--- config.mk ---
export PLATFORM = sky130hd
export DESIGN_NAME = word_to_symbols
export DESIGN_NICKNAME = d
export VERILOG_FILES = /design/src/rtl/word_to_symbols.sv
export SDC_FILE = /design/constraint.sdc
export NUM_CORES = 1
export LEC_CHECK = 0
export ABC_AREA = 1
export BUFFER_PORTS_ARGS = -buffer_cell sky130_fd_sc_hd__buf_2
export CORE_MARGIN = 1
export CORE_UTILIZATION = 48
export CTS_BUF_LIST = sky130_fd_sc_hd__clkbuf_16
export CTS_CLUSTER_SIZE = 28
export DETAILED_ROUTE_END_ITERATION = 12
export PLACE_DENSITY = 0.84
export SETUP_SLACK_MARGIN = 0.4
export SLEW_MARGIN = 20
export SYNTH_ARGS = -nofsm -noshare
export SYNTH_HDL_FRONTEND = slang
export SYNTH_SLANG_ARGS = --single-unit
--- constraint.sdc ---
create_clock -name clk -period 2.25 [get_ports clk]
set_clock_uncertainty 0.2 [all_clocks]
set_input_delay 0.3375 -clock clk [delete_from_list [all_inputs] [get_ports clk]]
set_output_delay 0.3375 -clock clk [all_outputs]
set_load 0.005 [all_outputs]
--- src/rtl/word_to_symbols.sv ---
// rtl/word_to_symbols.sv - serialise one wide stream word into SYM_BITS-wide symbols
//
// Ports:
//   clk, rst         rising-edge clock, asynchronous active-high reset
//   word_valid/ready input word handshake (word_ready is combinational from sym_ready)
//   word_data        input word, sampled only on accept
//   word_count       symbols to emit (1..N; 0 and values above N mean N)
//   word_last        word ends a packet
//   sym_valid/ready  output symbol handshake
//   sym_data         current symbol (registered)
//   sym_last         high on the final symbol of a word_last word
module word_to_symbols #(
    parameter int WORD_BITS = 32,
    parameter int SYM_BITS  = 8,
    parameter int MSB_FIRST = 0,
    parameter int CW        = $clog2(WORD_BITS / SYM_BITS + 1)
) (
    input  logic                 clk,
    input  logic                 rst,
    input  logic                 word_valid,
    output logic                 word_ready,
    input  logic [WORD_BITS-1:0] word_data,
    input  logic [CW-1:0]        word_count,
    input  logic                 word_last,
    output logic                 sym_valid,
    input  logic                 sym_ready,
    output logic [SYM_BITS-1:0]  sym_data,
    output logic                 sym_last
);

    localparam int N = WORD_BITS / SYM_BITS;

    generate
        if ((WORD_BITS % SYM_BITS) != 0 || N < 2) begin : g_bad_params
            $error("word_to_symbols: WORD_BITS must be a multiple of SYM_BITS with at least 2 symbols");
        end
    endgenerate

    typedef enum logic {
        S_EMPTY  = 1'b0,
        S_LOADED = 1'b1
    } state_t;

    state_t               r_state;
    state_t               w_next_state;
    logic [WORD_BITS-1:0] r_shift;
    logic [CW-1:0]        r_rem;
    logic                 r_last;

    logic                 w_accept;
    logic                 w_xfer;
    logic                 w_final;
    logic [CW-1:0]        w_eff_count;
    logic [WORD_BITS-1:0] w_shift_next;

    // r_rem is zero whenever the block is EMPTY, so w_final alone marks the
    // last symbol of a loaded word.
    assign w_final  = (r_rem == CW'(1));
    assign w_xfer   = (r_state == S_LOADED) && sym_ready;

    assign word_ready = !rst && ((r_state == S_EMPTY) || (sym_ready && w_final));
    assign w_accept   = word_valid && word_ready;

    assign w_eff_count = ((word_count == '0) || (word_count > CW'(N))) ? CW'(N) : word_count;

    // Symbol 0 sits at the end of the register that sym_data reads from, so the
    // register moves toward that end by one symbol per transfer.
    assign w_shift_next = (MSB_FIRST != 0) ? (r_shift << SYM_BITS) : (r_shift >> SYM_BITS);

    assign sym_valid = (r_state == S_LOADED);
    assign sym_data  = (MSB_FIRST != 0) ? r_shift[WORD_BITS-1 -: SYM_BITS] : r_shift[SYM_BITS-1:0];
    assign sym_last  = r_last && w_final;

    always_ff @(posedge clk or posedge rst) begin
        if (rst) begin
            r_state <= S_EMPTY;
        end else begin
            r_state <= w_next_state;
        end
    end

    always_comb begin
        w_next_state = r_state;
        case (r_state)
            S_EMPTY: begin
                if (w_accept) begin
                    w_next_state = S_LOADED;
                end
            end
            S_LOADED: begin
                if (sym_ready && w_final && !w_accept) begin
                    w_next_state = S_EMPTY;
                end
            end
            default: w_next_state = S_EMPTY;
        endcase
    end

    always_ff @(posedge clk or posedge rst) begin
        if (rst) begin
            r_shift <= '0;
            r_rem   <= '0;
            r_last  <= 1'b0;
        end else if (w_accept) begin
            r_shift <= word_data;
            r_rem   <= w_eff_count;
            r_last  <= word_last;
        end else if (w_xfer) begin
            // On the final symbol the register is left alone so sym_data
            // keeps showing the last symbol while EMPTY.
            if (!w_final) begin
                r_shift <= w_shift_next;
            end
            r_rem <= r_rem - CW'(1);
        end
    end

endmodule

Word level (Yosys, flattened, before mapping)
Index checks and enable logic that the tools add are counted.
Storage, ports and cells
  bits of input ports: 40
  output and inout port bits: 11
  register bits: 37
Operators by class
  mux-type cells: 9
  $lt $le $gt $ge: 1
  add/subtract/negate cells: 1
  bitwise operators: 1
  reduce and logical (&&, ||, !) cells: 13
  eq/ne operators: 2
Operator list (count)
  32-bit 2-to-1 mux: 3
  3-bit 2-to-1 mux: 3
  1-bit logical AND: 6
  3-bit by 1-bit == test with 1-bit output, second input constant: 1
  3-bit > comparator, second input constant: 1
  3-bit logical NOT: 1
  3-bit by 1-bit subtractor with 3-bit output, second input constant: 1
  1-bit logical NOT: 2
  1-bit logical OR: 2
  1-bit 2-to-1 mux: 2
  2-bit != test, second input constant: 1
  1-bit one-hot mux with 2 select lines: 1
  2-bit AND reduction: 1
  2-bit nonzero test: 1
  1-bit NOT: 1

Depth between registers and ports, before layout
Gate-level depths: netlist of the first run.
  depth in word-level cells: 9
  gate-level depth with buffers: 10
  mapped depth without buffers: 9

Worst setup path after synthesis of the first run
OpenSTA, ideal clock, no wires.
  path kind: input-to-reg
  start point: in rst
  end point: reg r_shift[0]
  stages on the path: 5
  arrival: 2.104 ns
  setup slack: -0.174 ns
  library setup time: 0.119 ns
  data required time: 1.931 ns
  cells stage by stage: inv_2 -> clkbuf_1 -> nand4_1 -> nand2_1 -> nand2_1
On the way
  word-level cells in the longest chain between the ends: 5
Ends and longest elaborated chain
  start, declared: RTL line 19  | input logic rst,
  1-bit logical NOT (no source line) (*)
  1-bit logical AND (*): RTL line 61  | assign word_ready = !rst && ((r_state == S_EMPTY) || (sym_ready && w_final));
  1-bit logical AND (*): RTL line 62  | assign w_accept = word_valid && word_ready;
  2-bit != test (no source line) / 2-bit nonzero test (equally long branches)
  2-bit AND reduction (no source line)
  end signal, assigned: RTL line 105  | r_shift <= word_data;
  end signal, assigned: RTL line 112  | r_shift <= w_shift_next;
  end, declared: RTL line 46  | logic [WORD_BITS-1:0] r_shift;
Every way passes the cells marked *; elsewhere a longest branch is shown, timed or not.
A chain may end at the register's enable or synchronous reset.

Worst setup path in the final report of the first run
  start point: in rst
  end point: out word_ready
On the way
  word-level cells in the longest chain between the ends: 2
Ends and longest elaborated chain
  1-bit logical NOT (no source line)
  1-bit logical AND: RTL line 61
  end, declared: RTL line 21  | output logic word_ready,
No other way between the ends.

==> summary.md, run 1 <==
| Metric | Value |
|---|---|
| R2R Setup Slk | `0.50 ns` |
| Register Area | `926 um2` |
| Crit Path Category | `in2out` |
| Cells after Synth | `300` |
| Number of global-route vias before repair | `1855` |
| Die width | `69.0 um` |
| Routed length per instance | `12.4 um` |
| DR DRC count | `0` |
| R2R Path Start | `r_rem[1]` |
| Net Sw Frac | `0.388` |
| GRT overflow | `0` |
| LEAKAGE | `1.56 nW` |
| Critical Path RT | `1.71 ns` |
| Met1 GRT Util | `0.275` |
| Setup Viol. Count Final | `0` |
| CP endpoint kind | `primary output` |
| GR peak layer | `met2` |
| RePlAce Congestion | `0.831` |
| Minimum clock period | `1.84 ns` |
| Power Dens Cells | `1170 nW/um2` |
| Fin. max-slew vios | `0` |
| Critical path fanouts, max | `2` |
| Final nets | `387` |
| FF-to-FF path depth | `8` |
| Share of cells above drive strength 1 | `0.243` |
| DIE AREA | `4760 um2` |
| Hold Crit Class | `in2reg` |
| Setup crit end | `word_ready` |
| Number of routed nets with antenna violations | `0` |
| Ranking of synthesized cells by area | `dfrtp_1, nand2_1, nand3_1` |
| Fill count | `401` |
| Overall Global Routing Usage | `0.215` |
| Multi-input logic area | `980 um2` |
| CP Launch Type | `primary input` |
| Die H | `69.0 um` |
| Max IR drop VDD | `0.513 mV` |
| Yosys cell types | `19` |
| Vias per cell | `5.06` |
| IO buf count | `50` |
| Fin crit share | `0.817` |
| F_max | `544 MHz` |
| Clock Path Buffers | `2` |
| Max Cap Violations | `0` |
| TritonRoute pass-1 iters | `4` |
| Syn Nets | `343` |
| TritonCTS Buffers | `5` |
| Slew margin rel. | `0.740` |
| CP arrival | `1.30 ns` |
| Status | `finished, final reports clean` |
| Top Ports | `51` |
| Least-Margin Pin Slew | `0.389 ns` |
| Met2 GRT Util | `0.357` |
| DRT iter0 DRCs | `124` |
| Initial antenna violation count | `0` |
| Worst R2R End | `r_shift[21]` |
| Clock share of power | `0.213` |
| Synthesized area | `2160 um2` |
| Vias | `2008` |
| RSZ-0062 raised after global routing | `true` |
| Pin count of the biggest net entering global routing | `64` |
| Post-synthesis sequential area ratio | `0.429` |
| Area grow syn2layout | `22.7%` |
| Sequential share of power | `0.380` |
| CTS H-tree depth | `2` |
| Initial Util | `0.499` |
| Total Power | `0.00309 W` |
| Final TNS setup | `0 ns` |
| Combinational fraction of design power | `0.407` |
| Cell Rows | `24` |
| CP startpoint | `rst` |
| Met3 usage | `0.0468` |
| Synth top area share | `0.429` |
| Skew-Pair Late Insertion Delay | `0.28 ns` |
| Post-Syn Area per Cell | `7.19 um2` |
| Clock root buffer | `clkbuf_16` |
| Sinks on Clock Net | `37` |
| #FFs+latches synth | `37` |
| Ys Warns | `0` |
| Post-DP HPWL | `2890 um` |
| Core outline area | `4320 um2` |
| Psw | `0.00120 W` |
| TritonCTS clock tree | `done` |
| First-pass GRT wire length | `8270 um` |
| Clock slew at reported path FFs | `0.05 ns` |
| Final hold vios | `0` |
| Internal | `0.00189 W` |
| Total wire length | `4910 um` |
| N_diodes | `0` |
| Top cell type by total area after synthesis | `dfrtp_1` |
worst min-delay path by stage:
stage / start / endpoint / slack [ns] / cells past startpoint
3_3_place_gp: rst / r_shift[0] / 0.27 / 3
6_report: word_last / r_last / 0.08 / 3
2_1_floorplan: r_last / r_last / 0.25 / 2
5_1_grt: word_data[29] / r_shift[29] / 0.1 / 3
4_1_cts: word_last / r_last / 0.08 / 3
3_5_place_dp: rst / r_rem[2] / 0.28 / 3
routing by layer:
metal / wire length [um] / part of all wire
met2: 2430 / 0.50
met1: 2120 / 0.43
met4: 93 / 0.019
met3: 258 / 0.053
met5: 0 / 0
stage by stage:
step	std cells	util	hold WS (ns)	worst slack, ns	instance area [um2]
after floorplan	300	-	0.249	0.503	2160
after global placement	383	0.556	0.270	0.579	2410
after detailed placement	383	0.556	0.281	0.484	2410
after CTS	393	0.599	0.0827	0.411	2590
after global routing	397	0.612	0.0965	0.367	2650
final	397	0.612	0.0831	0.411	2650
synthesized netlist by cell type:
| cell | number |
|---|---|
| buf_2 | 9 |
| or2_2 | 2 |
| nor2_1 | 1 |
| nand2_2 | 3 |
| nand3_4 | 1 |
| dfrtp_1 | 37 |
| inv_1 | 30 |
| nand4_1 | 26 |
| buf_4 | 10 |
| inv_2 | 4 |
| ha_1 | 3 |
| xor2_1 | 2 |
| a21oi_2 | 1 |
| o21ai_1 | 1 |
| buf_1 | 1 |
| nand3_2 | 1 |
| nand2_1 | 118 |
| nand3_1 | 43 |
| clkbuf_1 | 7 |
power by group through the flow:
stage	sequential (W)	combinational, W	clock, W
after floorplan	0.00113	0.000967	0
after global placement	0.00115	0.00114	0
after detailed placement	0.00117	0.00118	0
after CTS	0.00117	0.00123	0.000669
after global routing	0.00121	0.00144	0.000703
final	0.00118	0.00126	0.000658
kinds of logic after synthesis:
kind of cell    count (synthesis)  synth area share
compound gates                  2           0.00638
xor+xnor                        2           0.00813
fa+ha+maj                       3            0.0174
buf+inv                        61             0.129
flops                          37             0.429
simple gates                  195             0.410
cell type report:
| type | instances | area share |
|---|---|---|
| clock buffer | 5 | 0.0473 |
| clock inverter | 3 | 0.00520 |
| inverter | 34 | 0.0482 |
| multi-input combinational | 202 | 0.370 |
| sequential | 37 | 0.350 |
| tap | 52 | 0.0246 |
| timing repair buffer | 64 | 0.154 |
worst max-delay path: stages:
cell	delay (ns)
dlygate4sd3_1	0.54
buf_2	0.15
a21oi_4	0.13
buf_2	0.13
layout by cell type (no fill, tap or decap), types with 3 or more instances in the layout:
master	n
nand2_1	118
nand3_1	43
buf_4	10
dfrtp_1	37
clkbuf_16	6
buf_2	50
nand4_1	26
nand2_2	3
inv_1	30
inv_2	5
flip-flops by register name (all words and copies together), names as in the netlist:
signal and cells:
r_rem 3, sym_valid 1, r_shift 32, r_last 1
timing repair:
item / in CTS / in global routing
hold endpoints to repair: 17 / 0
pin swaps: 2 / 2
hold buffers: 1 / 0
buffers inserted: 1 / 3
resized for setup: 5 / 1
gates cloned: 0 / 1
endpoints found under the setup margin: 1 / 7
(Power assumes the default switching activity.)
==> run 2: changes to the inputs <==
--- a/config.mk
+++ b/config.mk
@@ -8,11 +8,11 @@
 export ABC_AREA = 1
 export BUFFER_PORTS_ARGS = -buffer_cell sky130_fd_sc_hd__buf_2
 export CORE_MARGIN = 1
-export CORE_UTILIZATION = 48
+export CORE_UTILIZATION = 53
 export CTS_BUF_LIST = sky130_fd_sc_hd__clkbuf_16
 export CTS_CLUSTER_SIZE = 28
 export DETAILED_ROUTE_END_ITERATION = 12
-export PLACE_DENSITY = 0.84
+export PLACE_DENSITY = 0.88
 export SETUP_SLACK_MARGIN = 0.4
 export SLEW_MARGIN = 20
 export SYNTH_ARGS = -nofsm -noshare
==> constraint.sdc (replaced) <==
create_clock -name clk -period 1.9 [get_ports clk]
set_clock_uncertainty 0.2 [all_clocks]
set_input_delay 0.285 -clock clk [delete_from_list [all_inputs] [get_ports clk]]
set_output_delay 0.285 -clock clk [all_outputs]
set_load 0.005 [all_outputs]
==> run 2 against run 1 <==
The flow now finishes with violations (negative hold slack). Via count rose by 24%. Sequential power is 25% higher. Combinational power up 94%.
==> summary.md, run 2 (synthesis results as in run 1) <==
| Metric | Value |
|---|---|
| Status | `finished with violations` |
| Violations in the final reports | `negative hold slack` |
| Placed Cells | `380 (-0.78%)` |
| Die H | `65.8 um (-4.7%)` |
| Total Power | `0.00472 W (+53%)` |
| Area grow syn2layout | `48.7%` |
| Post-DP HPWL | `3200 um (+11%)` |
| Initial Util | `0.572 (+0.0731)` |
| Largest register FFs | `32 (unchanged)` |
| Internal | `0.00275 W (+45%)` |
| Sinks on Clock Net | `37 (unchanged)` |
| CTS H-tree depth | `2 (unchanged)` |
| Total wire length | `7820 um (+59%)` |
| Met3 usage | `0.0776 (+0.0308)` |
| Crit Path Category | `reg2reg` |
| LEAKAGE | `1.79 nW (+15%)` |
| Core outline area | `3770 um2 (-13%)` |
| Most frequent cells in the layout | `nand2_1, buf_2, dfrtp_1, inv_1, nand4_1` |
| Commonest non-fill, non-tap cell in the layout | `nand2_1` |
| Non-filler instance count after layout | `411 (+3.5%)` |
| Clock share of power | `0.166 (-0.047)` |
| Initial antenna violation count | `0 (unchanged)` |
| Net Sw Frac | `0.418 (+0.0292)` |
| Number of routed nets with antenna violations | `0 (unchanged)` |
| GR peak layer | `met2` |
| Share of cells above drive strength 1 | `0.402 (+0.159)` |
| DIE AREA | `4330 um2 (-9.2%)` |
| Overall Global Routing Usage | `0.335 (+0.120)` |
| Fin crit share | `0.991` |
| Max Cap Violations | `0 (unchanged)` |
| Skew-Pair Late Insertion Delay | `0.29 ns (about the same)` |
| Slew margin rel. | `0.743 (+0.00211)` |
| RSZ-0062 raised after global routing | `true` |
| CP endpoint kind | `flip-flop` |
| Vias | `2496 (+24%)` |
| Psw | `0.00197 W (+64%)` |
| Power Dens Cells | `1470 nW/um2 (+26%)` |
| Number of global-route vias before repair | `2189 (+18%)` |
| Critical Path RT | `1.91 ns (+0.20 ns)` |
| DR DRC count | `0 (unchanged)` |
| GRT overflow | `0 (unchanged)` |
| Pin count of the biggest net entering global routing | `48 (-25%)` |
| Util after Layout | `0.850 (+0.238)` |
| Clock Path Buffers | `2 (unchanged)` |
| Cell Rows | `22 (-8.3%)` |
| Combinational fraction of design power | `0.519 (+0.112)` |
| Hold Crit Class | `in2async` |
| IO buf count | `50 (unchanged)` |
| TritonCTS clock tree | `done` |
| TritonCTS Buffers | `5 (unchanged)` |
| Routed length per instance | `19.0 um (+54%)` |
| Setup Viol. Count Final | `0 (unchanged)` |
| N_diodes | `0 (unchanged)` |
| Clock slew at reported path FFs | `0.05 ns (about the same)` |
| R2R Path Start | `r_rem[1]` |
| Post-CTS Hold Fix Bufs | `1 (unchanged)` |
| CP startpoint | `r_rem[1]` |
| RePlAce Congestion | `0.860 (+3.5%)` |
| TritonRoute pass-1 iters | `5 (+1)` |
| Die width | `65.8 um (-4.7%)` |
| Met2 GRT Util | `0.555 (+0.198)` |
| First-pass GRT wire length | `10600 um (+28%)` |
| CP arrival | `1.90 ns (+0.60 ns)` |
| F_max | `531 MHz` |
| Sequential share of power | `0.315 (-0.065)` |
| Final hold vios | `29 (+29)` |
| Top Ports | `51 (unchanged)` |
| CP Launch Type | `flip-flop` |
| Final nets | `406 (+4.9%)` |
| Max IR drop VDD | `0.865 mV (+69%)` |
| DRT iter0 DRCs | `305 (+150%)` |
| Top reg by flops | `r_shift` |
| Minimum clock period | `1.88 ns` |
| Critical path fanouts, max | `11 (+9)` |
| Vias per cell | `6.07 (+20%)` |
| Biggest registers after layout | `r_shift x32, r_rem x3` |
| WHS | `-0.0578 ns (-0.141 ns)` |
| Met1 GRT Util | `0.406 (+0.130)` |
| Least-Margin Pin Slew | `0.385 ns (-0.00387 ns)` |
| Fin. max-slew vios | `0 (unchanged)` |
| Clock root buffer | `clkbuf_16` |
## run 2: cell types whose count changed in the layout (fill, tap and decap cells not counted), sizes merged
cell	previous run	this run
clkinv	2	1
buf	62	78
clkbuf	6	9
## run 2: per-stage QoR
step / setup TNS [ns] / cell area, um2 / setup WS [ns]
CTS: 0 / 2970 / 0.115
finish: 0 / 3210 / 0.0168
floorplan: 0 / 2170 / 0.368
global placement: 0 / 2440 / 0.222
global route: -0.193 / 3210 / -0.0419
detailed placement: 0 / 2440 / 0.160
## run 2: area by class of cell
| class | instances | area (um2) |
|---|---|---|
| flip-flops and latches | 37 | 928 |
| clock inverters | 2 | 7.51 |
| clock buffers | 5 | 125 |
| well taps | 48 | 60.1 |
| fillers | 186 | 566 |
| inverters | 34 | 130 |
| multi-input cells | 202 | 1180 |
| repair buffers | 83 | 778 |
## run 2: power by group through the flow
stage          Combinational [W]  Sequential [W]  Clock, W
4_1_cts                  0.00191         0.00142  0.000784
5_1_grt                  0.00262         0.00151  0.000817
3_5_place_dp             0.00146         0.00140         0
6_report                 0.00245         0.00148  0.000784
3_3_place_gp             0.00139         0.00137         0
2_1_floorplan            0.00116         0.00134         0
## run 2: worst max-delay path: stages (launching register included)
cell and delay, ns:
dfrtp_1 0.39, inv_2 0.09, ha_4 0.16, nand3_4 0.10, buf_12 0.15, nand2_8 0.06
nand3_4 0.13, buf_12 0.18, clkbuf_16 0.16, nand2_1 0.05, nand2_1 0.05, nand2_1 0.09
## run 2: path summary, 6_finish.rpt
check / end / depth (start not counted) / slack (ns)
worst max register to register: r_shift[18] / 11 / 0.02
min in group clk: r_shift[27] / 3 / 0.03
max in group asynchronous: r_shift[25] / 4 / 0.59
worst min-delay path: r_rem[1] / 3 / -0.06
worst min register to register: r_shift[28] / 2 / 0.30
worst max-delay path: r_shift[18] / 11 / 0.02
## run 2: per-layer routing
metal	wire, um	share of wire	up-vias
li1	-	-	1076
met1	2870	0.37	1179
met2	3820	0.49	194
met3	749	0.096	47
met4	369	0.047	0
met5	0	0	-
## run 2: timing repair
item | 4_1_cts | 5_1_grt
setup buffers | 12 | 2
resized for setup | 31 | 33
pin swaps | 4 | 18
setup endpoints to repair | 39 | 39
hold endpoints to repair | 37 | 29
cloned | 5 | 4
==> run 3: changes to the inputs <==
--- a/config.mk
+++ b/config.mk
@@ -13,6 +13,7 @@
 export CTS_CLUSTER_SIZE = 28
 export DETAILED_ROUTE_END_ITERATION = 12
 export PLACE_DENSITY = 0.88
+export RECOVER_POWER = 25
 export SETUP_SLACK_MARGIN = 0.4
 export SLEW_MARGIN = 20
 export SYNTH_ARGS = -nofsm -noshare
==> run 3 against run 2 <==
The flow now finishes without violations. Final cell count unchanged. Critical endpoint unchanged. Die area unchanged. Total power up 0.12%. Maximum frequency down 0.12%. Flip-flop and latch count unchanged. Final area about the same. Combinational power about the same. Via count up 0.36%. Critical path type unchanged. Global-route usage unchanged.
==> summary.md, run 3 (synthesis results as in run 1) <==
| Metric | Value |
|---|---|
| Vias per cell | `6.09 (+0.36%)` |
| Die H | `65.8 um (unchanged)` |
| IO buf count | `50 (unchanged)` |
| Critical path buffers and inverters | `4 (unchanged)` |
| RSZ-0062 raised after global routing | `true` |
| Skew-Pair Late Insertion Delay | `0.28 ns (about the same)` |
| GRT overflow | `0 (unchanged)` |
| Overall Global Routing Usage | `0.335 (unchanged)` |
| Fill count | `187 (+0.54%)` |
| Final nets | `406 (unchanged)` |
| Max Cap Violations | `0 (unchanged)` |
| Setup Viol. Count Final | `0 (unchanged)` |
| Hold Crit Class | `in2reg` |
| Share of cells above drive strength 1 | `0.397 (-0.00551)` |
| Status | `finished, final reports clean` |
| Least-Margin Pin Slew | `0.397 ns (+0.0124 ns)` |
| Max IR drop VDD | `0.865 mV (about the same)` |
| Most frequent cells in the layout | `nand2_1, buf_2, dfrtp_1, inv_1, nand4_1` |
| Critical path depth | `11 (unchanged)` |
| Critical path fanouts, max | `11 (unchanged)` |
| Hold Path Depth | `3` |
| Final hold vios | `0 (-100%)` |
| Crit Path Category | `reg2reg` |
| FF-to-FF path depth | `11 (unchanged)` |
| TritonRoute pass-1 iters | `5 (unchanged)` |
| Slowest cell on crit path | `dfrtp_1` |
| Power Dens Cells | `1470 nW/um2 (+0.16%)` |
| N_diodes | `0 (unchanged)` |
| DRT iter0 DRCs | `290 (-4.9%)` |
| Top reg by flops | `r_shift` |
| Area grow syn2layout | `48.6% (about the same)` |
| Biggest registers after layout | `r_shift x32, r_rem x3` |
| CP arrival | `1.90 ns (about the same)` |
| Pin count of the biggest net entering global routing | `48 (unchanged)` |
| Final TNS setup | `0 ns (unchanged)` |
| Post-CTS Hold Fix Bufs | `1 (unchanged)` |
| Post-DP HPWL | `3200 um (unchanged)` |
| Total Power | `0.00473 W (+0.12%)` |
| First-pass GRT wire length | `10600 um (unchanged)` |
| TritonCTS Buffers | `5 (unchanged)` |
| CP endpoint kind | `flip-flop` |
| Slew margin rel. | `0.734 (-0.00831)` |
| Clock root buffer | `clkbuf_16` |
| TritonCTS clock tree | `done` |
| CP Launch Type | `flip-flop` |
| Core outline area | `3770 um2 (unchanged)` |
| Crit-path cells | `inv_2, ha_4, nand3_4, buf_12, nand2_8, nand3_4, buf_12, clkbuf_16, nand2_1, nand2_1, nand2_1` |
| Critical path's largest stage delay | `0.40 ns (about the same)` |
| Routed length per instance | `19.2 um (+0.81%)` |
| Non-filler instance count after layout | `411 (unchanged)` |
| CTS H-tree depth | `2 (unchanged)` |
| Vias | `2505 (+0.36%)` |
| Initial Util | `0.572 (unchanged)` |
| Largest register FFs | `32 (unchanged)` |
| Fin. max-slew vios | `0 (unchanged)` |
| F_max | `530 MHz (-0.12%)` |
| Placed Cells | `380 (unchanged)` |
| Initial antenna violation count | `0 (unchanged)` |
| DR DRC count | `0 (unchanged)` |
| Clock slew at reported path FFs | `0.05 ns (about the same)` |
| Die width | `65.8 um (unchanged)` |
| Clock Path Buffers | `2 (unchanged)` |
| Sinks on Clock Net | `37 (unchanged)` |
| Number of routed nets with antenna violations | `0 (unchanged)` |
| Critical Path RT | `1.91 ns (about the same)` |
| DIE AREA | `4330 um2 (unchanged)` |
| RePlAce Congestion | `0.860 (unchanged)` |
| Commonest non-fill, non-tap cell in the layout | `nand2_1` |
| LEAKAGE | `1.79 nW (about the same)` |
| Minimum clock period | `1.89 ns (+0.00227 ns)` |
| Top Ports | `51 (unchanged)` |
| CP delay by family, top | `buffers and inverters` |
| Number of global-route vias before repair | `2189 (unchanged)` |
| Total wire length | `7880 um (+0.81%)` |
| Most frequent CP cell | `nand2_1` |
| Fin crit share | `0.992 (+0.00119)` |
| Cell Rows | `22 (unchanged)` |
-- run 3: cell count changes in the layout (fill, tap and decap cells not counted) --
cell      previous run  this run
buf_2               50        49
clkbuf_1             0         1
inv_1               30        31
inv_2                4         3
-- run 3: worst paths after layout --
check                      slack (ns)          end           from
hold reg to reg                  0.30  r_shift[28]    r_shift[28]
min in group asynchronous        0.06     r_rem[1]            rst
hold / removal                   0.03  r_shift[27]  word_data[27]
setup reg to reg                 0.01  r_shift[18]       r_rem[1]
max in group asynchronous        0.46  r_shift[25]            rst
setup / recovery                 0.01  r_shift[18]       r_rem[1]
-- run 3: what timing repair did --
item,4_1_cts,5_1_grt
buffers inserted,12,2
pin swaps,4,18
setup endpoints to repair,39,39
resized for setup,31,33
cloned,5,4
endpoints found under the hold margin,37,29
-- run 3: report_power, final --
part           internal (W)  total, W  switching, W  leakage (nW)
clock              0.000469  0.000782      0.000313        0.0685
sequential          0.00117   0.00148      0.000317         0.459
combinational       0.00111   0.00246       0.00135          1.26
-- run 3: through the flow --
step	hold slack [ns]	instance area (um2)	setup WS, ns	util
finish	0.0309	3200	0.0145	0.850
global route	0.0439	3200	-0.0424	0.850
CTS	-0.0696	2970	0.115	0.788
detailed placement	0.206	2440	0.160	0.647
global placement	0.209	2440	0.222	0.647
floorplan	0.226	2170	0.368	-
-- run 3: area by class of cell --
| cell class | count | area, um2 | share of cell area |
|---|---|---|---|
| Tap cell | 48 | 60.1 | 0.0187 |
| Multi-Input combinational cell | 202 | 1180 | 0.367 |
| Sequential cell | 37 | 928 | 0.290 |
| Clock inverter | 2 | 7.51 | 0.00234 |
| Inverter | 34 | 130 | 0.0406 |
| Clock buffer | 5 | 125 | 0.0390 |
| Timing Repair Buffer | 83 | 777 | 0.242 |
-- run 3: worst min-delay path, stage by stage --
cell     delay [ns]
buf_2          0.07
nand3_1        0.06
nand2_1        0.06
-- run 3: metal layers --
metal,GRT usage,vias to the layer above,wire (um)
met2,0.555,201,3800
met3,0.0776,42,790
met5,0,-,0
li1,-,1077,-
met4,0.163,0,361
met1,0.406,1185,2920
